--- src/rtl/cpu_ctrl.sv ---
// rtl/cpu_ctrl.sv - multi-cycle control unit: fetch, decode, execute, memory, write-back
// Owns pc and ir; all control outputs are registered and decoded from the next state and ir.
module cpu_ctrl #(
  parameter int PC_W = 8
) (
  input  logic            clk,
  input  logic            rst,
  output logic            imem_req,
  output logic [PC_W-1:0] imem_addr,
  input  logic            imem_ack,
  input  logic [15:0]     imem_data,
  output logic [15:0]     ir,
  output logic [PC_W-1:0] pc,
  output logic            in_read,
  output logic            in_write,
  output logic [3:0]      alu_op,
  output logic            alu_src_imm,
  input  logic            alu_zero,
  output logic            wb_sel,
  output logic            dmem_req,
  output logic            dmem_we,
  input  logic            dmem_ack,
  output logic [2:0]      state,
  output logic            halted,
  output logic [15:0]     instr_count
);

  typedef enum logic [2:0] {
    S_FETCH  = 3'd0,
    S_DECODE = 3'd1,
    S_EXEC   = 3'd2,
    S_MEM    = 3'd3,
    S_WB     = 3'd4,
    S_HALT   = 3'd5
  } state_t;

  state_t          st, nxt_st;
  logic [15:0]     nxt_ir;
  logic [PC_W-1:0] nxt_pc;
  logic            retire;
  logic [3:0]      opcode;

  assign opcode    = ir[15:12];
  assign state     = st;
  assign imem_addr = pc;

  // Moore output decode, evaluated on the state/ir that will be current after the edge.
  function automatic logic [11:0] outs(input state_t s, input logic [15:0] i);
    logic       req, rd, wr, imm, wbs, dreq, dwe, hlt;
    logic [3:0] op, aop;
    req = 1'b0; rd = 1'b0; wr = 1'b0; imm = 1'b0;
    wbs = 1'b0; dreq = 1'b0; dwe = 1'b0; hlt = 1'b0;
    aop = 4'd0;
    op  = i[15:12];
    case (s)
      S_FETCH:  req = 1'b1;
      S_DECODE: rd = 1'b1;
      S_EXEC: begin
        case (op)
          4'h0, 4'h1, 4'h2, 4'h3: aop = op;
          4'h4: imm = 1'b1;
          4'h7: aop = 4'd1;
          default: aop = 4'd0;
        endcase
      end
      S_MEM: begin
        dreq = 1'b1;
        dwe  = (op == 4'h6);
      end
      S_WB: begin
        wr  = 1'b1;
        wbs = (op == 4'h5);
      end
      S_HALT:  hlt = 1'b1;
      default: req = 1'b0;
    endcase
    return {req, rd, wr, aop, imm, wbs, dreq, dwe, hlt};
  endfunction

  always_comb begin
    nxt_st = st;
    nxt_pc = pc;
    nxt_ir = ir;
    retire = 1'b0;
    case (st)
      S_FETCH: begin
        if (imem_ack) begin
          nxt_ir = imem_data;
          nxt_st = S_DECODE;
        end
      end
      S_DECODE: nxt_st = S_EXEC;
      S_EXEC: begin
        case (opcode)
          4'h0, 4'h1, 4'h2, 4'h3, 4'h4: nxt_st = S_WB;
          4'h5, 4'h6: nxt_st = S_MEM;
          4'h7: begin
            if (alu_zero)
              nxt_pc = pc + PC_W'(1) + PC_W'($signed(ir[11:8]));
            else
              nxt_pc = pc + PC_W'(1);
            nxt_st = S_FETCH;
            retire = 1'b1;
          end
          4'h8: begin
            nxt_pc = PC_W'(ir[11:0]);
            nxt_st = S_FETCH;
            retire = 1'b1;
          end
          4'hF: begin
            nxt_st = S_HALT;
            retire = 1'b1;
          end
          default: begin
            nxt_pc = pc + PC_W'(1);
            nxt_st = S_FETCH;
            retire = 1'b1;
          end
        endcase
      end
      S_MEM: begin
        if (dmem_ack) begin
          if (opcode == 4'h6) begin
            nxt_pc = pc + PC_W'(1);
            nxt_st = S_FETCH;
            retire = 1'b1;
          end else begin
            nxt_st = S_WB;
          end
        end
      end
      S_WB: begin
        nxt_pc = pc + PC_W'(1);
        nxt_st = S_FETCH;
        retire = 1'b1;
      end
      S_HALT:  nxt_st = S_HALT;
      default: nxt_st = S_FETCH;
    endcase
  end

  always_ff @(posedge clk) begin
    if (rst) begin
      st          <= S_FETCH;
      pc          <= '0;
      ir          <= 16'h0000;
      instr_count <= 16'h0000;
      {imem_req, in_read, in_write, alu_op, alu_src_imm, wb_sel,
       dmem_req, dmem_we, halted} <= outs(S_FETCH, 16'h0000);
    end else begin
      st <= nxt_st;
      pc <= nxt_pc;
      ir <= nxt_ir;
      if (retire)
        instr_count <= instr_count + 16'd1;
      {imem_req, in_read, in_write, alu_op, alu_src_imm, wb_sel,
       dmem_req, dmem_we, halted} <= outs(nxt_st, nxt_ir);
    end
  end

endmodule

--- config.mk ---
export PLATFORM = sky130hd
export DESIGN_NAME = cpu_ctrl
export DESIGN_NICKNAME = d
export VERILOG_FILES = /design/src/rtl/cpu_ctrl.sv
export SDC_FILE = /design/constraint.sdc
export NUM_CORES = 1
export LEC_CHECK = 0
export CAP_MARGIN = 20
export CORE_ASPECT_RATIO = 1.75
export CORE_MARGIN = 1
export CORE_UTILIZATION = 30
export DETAILED_ROUTE_END_ITERATION = 6
export PLACE_DENSITY_LB_ADDON = 0.1
export SLEW_MARGIN = 20
export SYNTH_ARGS = -nofsm -noshare
export SYNTH_HDL_FRONTEND = slang
export SYNTH_SLANG_ARGS = --single-unit
--- constraint.sdc ---
create_clock -name clk -period 2.11 [get_ports clk]
set_input_delay 0.422 -clock clk [delete_from_list [all_inputs] [get_ports clk]]
set_output_delay 0.422 -clock clk [all_outputs]
set_load 0.02 [all_outputs]
==> run_results.csv <==
group,metric,value,unit
synthesis,synth_ff_type,"dfxtp_1",
timing,rsz0062_at_grt,"true",
global_routing,antenna_found_initial,0,
clock_network,clk_latency,300,ps
synthesis,synth_area,2980,um^2
global_routing,grt_pass1_vias,3021,
synthesis,ys_warn_count,0,
drt,first_pass_iters,6,
global_routing,gr-usage-all-layers,0.1726,
synthesis,syn_area_per_cell,8.233,um^2
synthesis,synthDominantCellAreaShare,0.3694,
power_and_ir_drop,power.density,548.1,nW/um^2
drt,drtAntennaViolNets,0,
clock_network,cts_tree,"done",
floorplan,num_rows,47,
worst_hold_path,hp-class,"flop to flop",
synthesis,ys_types,57,
drt,drt_iter0_markers,105,
timing,final_hold_viol_count,0,
synthesis,synth_area_leader_cell,"dfxtp_1",
timing,finalClockSkew,9.871,ps
place,routabilityCongestion,0.8020,
drt,routed-via-count,2943,
critical_path,worstPathRequired,2330,ps
global_routing,grt_pass1_wl,14100,um
clock_network,cts.sinks,55,
place,dp_slack,-86.43,ps
place,place_area,4179,um^2
synthesis,async_flop_share,0,
worst_hold_path,hp-start,"ir[4]",
place,port_buffers,83,
drt,totalWireLength,8772,um
power_and_ir_drop,worst_ir_drop_vdd,0.0003814,V
timing,setup_slack,-30.05,ps
synthesis,synth_common_cells,"55 x dfxtp_1, 46 x nand2_1, 36 x nor2_1, 31 x a21oi_1",
clock_network,clockBufferDepth,2,
status,status,"finished, violations left",
synthesis,postSynthCellCount,362,
critical_path,worstPathMaxFanout,5,
cells_and_area,syn_to_final_growth,54.41,%
critical_path,critical_path_class,"flop to flop",
clock_network,root_buffer,"clkbuf_16",
synthesis,synth_area_leaders,"dfxtp_1 37%, nand2_1 5.8%, a21oi_1 5.2%",
timing,finalSetupViolCount,1,
clock_network,clkTransAtPathRegs,70,ps
global_routing,overflow,0,
critical_path,crit_start,"imem_addr[0]",
clock_network,cts_buffers,5,
critical_path,r2r-start,"imem_addr[0]",
timing,finalSetupTns,-30.05,ps
floorplan,ios,84,
critical_path,critPathSlowestCell,"fa_2",
synthesis,synth_edf_count,0,
timing,fin_crit_sh,1.014,
critical_path,cp-start-kind,"flop",
synthesis,yosys_register_bits,55,
job,max-cap-violations,0,
cells_and_area,drive_gt1_frac,0.2225,
floorplan,die_w,77.35,um
critical_path,endpoint_kind,"flop",
critical_path,worst_path_largest_cell_delay,380,ps
drt,drc_errors,0,
critical_path,rrSetupSlack,-30,ps
floorplan,core_area,9527,um^2
floorplan,die-area,10350,um^2
floorplan,start_util,0.3128,
power_and_ir_drop,power.leakage,0.001763,uW
clock_network,cts_max_level,2,
cells_and_area,diodes,0,
clock_network,hold_buffers,0,
critical_path,worstPathCellList,"buf_6 -> inv_4 -> ha_4 -> inv_2 -> fa_2 -> nand2b_4 -> a21oi_2 -> o21a_1 -> nor3_1 -> nand4b_1 -> a211oi_2",
synthesis,seq_area_frac_synth,0.3694,
status,violations,"setup timing",
synthesis,yosysMostFrequentCell,"dfxtp_1",
cells_and_area,finalInstanceArea,4602,um^2
cells_and_area,final_nets,511,
timing,maxSlewViolCount,0,
timing,fin_crit,2140,ps
critical_path,arrival,2360,ps
drt,routed_via_density,4.881,
floorplan,die_h,133.9,um
timing,fmax,0.4673,GHz
place,hpwl,6759,um
drt,wire_per_inst,14.55,um
global_routing,grt_max_degree,25,
power_and_ir_drop,p_total,2522,uW
worst paths after layout:
kind	cells after the start	endpoint
max	11	imem_addr[6]
min	2	ir[4]
max reg2reg	11	imem_addr[6]
min reg2reg	2	ir[4]
kinds of logic (layout without fill, tap and decap cells):
logic type	after synthesis	after routing	share of synthesized area
XOR/XNOR	22	22	0.06465
AO/OA/AOI/OAI	84	84	0.1860
buffers and inverters	35	153	0.05877
flip-flops	55	55	0.3694
other	1	2	0.001258
multiplexers	4	4	0.01343
AND/OR/NAND/NOR	151	151	0.2620
adder cells (fa/ha/maj)	10	10	0.04450
metal layers:
| layer | up-vias | track usage | part of all wire |
|---|---|---|---|
| met3 | 10 | 0.03265 | 0.028 |
| met2 | 45 | 0.3402 | 0.56 |
| met4 | 0 | 0.07128 | 0.021 |
| li1 | 1497 | - | - |
| met5 | - | 0 | 0 |
| met1 | 1391 | 0.1710 | 0.39 |
state kept, by name, indices dropped and copies added, names as in the netlist, 3 cells and up:
register / cells
ir: 16
state: 3
instr_count: 16
alu_op: 4
imem_addr: 8
metrics by stage:
stage | util | hold WS, ps | instances
2_1_floorplan | - | 520.5 | 363
3_3_place_gp | 0.4387 | 479.2 | 584
3_5_place_dp | 0.4387 | 486.0 | 584
4_1_cts | 0.4662 | 496.5 | 596
5_1_grt | 0.4831 | 508.1 | 603
6_report | 0.4831 | 494.4 | 603
placed cells by master (no fill, tap or decap), types with 5 or more instances in the layout:
cell type | netlist | final
nor2b_1 | 5 | 5
nor2_1 | 36 | 35
xnor2_1 | 10 | 7
clkdlybuf4s50_1 | 0 | 83
nand2_1 | 46 | 45
ha_4 | 0 | 6
clkbuf_16 | 0 | 5
xor2_1 | 12 | 12
dfxtp_4 | 0 | 5
dfxtp_1 | 55 | 47
and3_1 | 6 | 6
and2_1 | 5 | 5
o21ai_0 | 17 | 11
buf_4 | 9 | 49
nand3_1 | 17 | 14
inv_1 | 12 | 8
a21oi_1 | 31 | 28
nand2b_1 | 6 | 5
report_power, final:
part	leakage (uW)	internal (uW)	switching, uW	total, uW
Sequential	0.000453	1070	58.2	1130
Combinational	0.00124	282	268	550
Clock	0.0000701	440	400	839
layout make-up:
class                           count  area, um^2
Fill cell                         960        4925
Multi-Input combinational cell    273        1924
Timing Repair Buffer              133        1210
Sequential cell                    55        1124
Tap cell                          122       152.6
Clock buffer                        5       125.1
Inverter                           12       47.55
Clock inverter                      3       18.77
worst max-delay path, delay by kind of cell (launching register included):
kind            cells  cell delay, ps
simple gates        3             410
compound gates      3             550
buf+inv             3             220
flops               1             370
fa+ha+maj           2             510
timing repair:
item                                   in CTS  in global routing
setup endpoints to repair                   6                  6
endpoints found under the hold margin       0                  0
buffers inserted                            4                  7
resized for setup                          17                 26
pin swaps                                  11                 13
No activity file was read; power rests on OpenSTA's default activity.
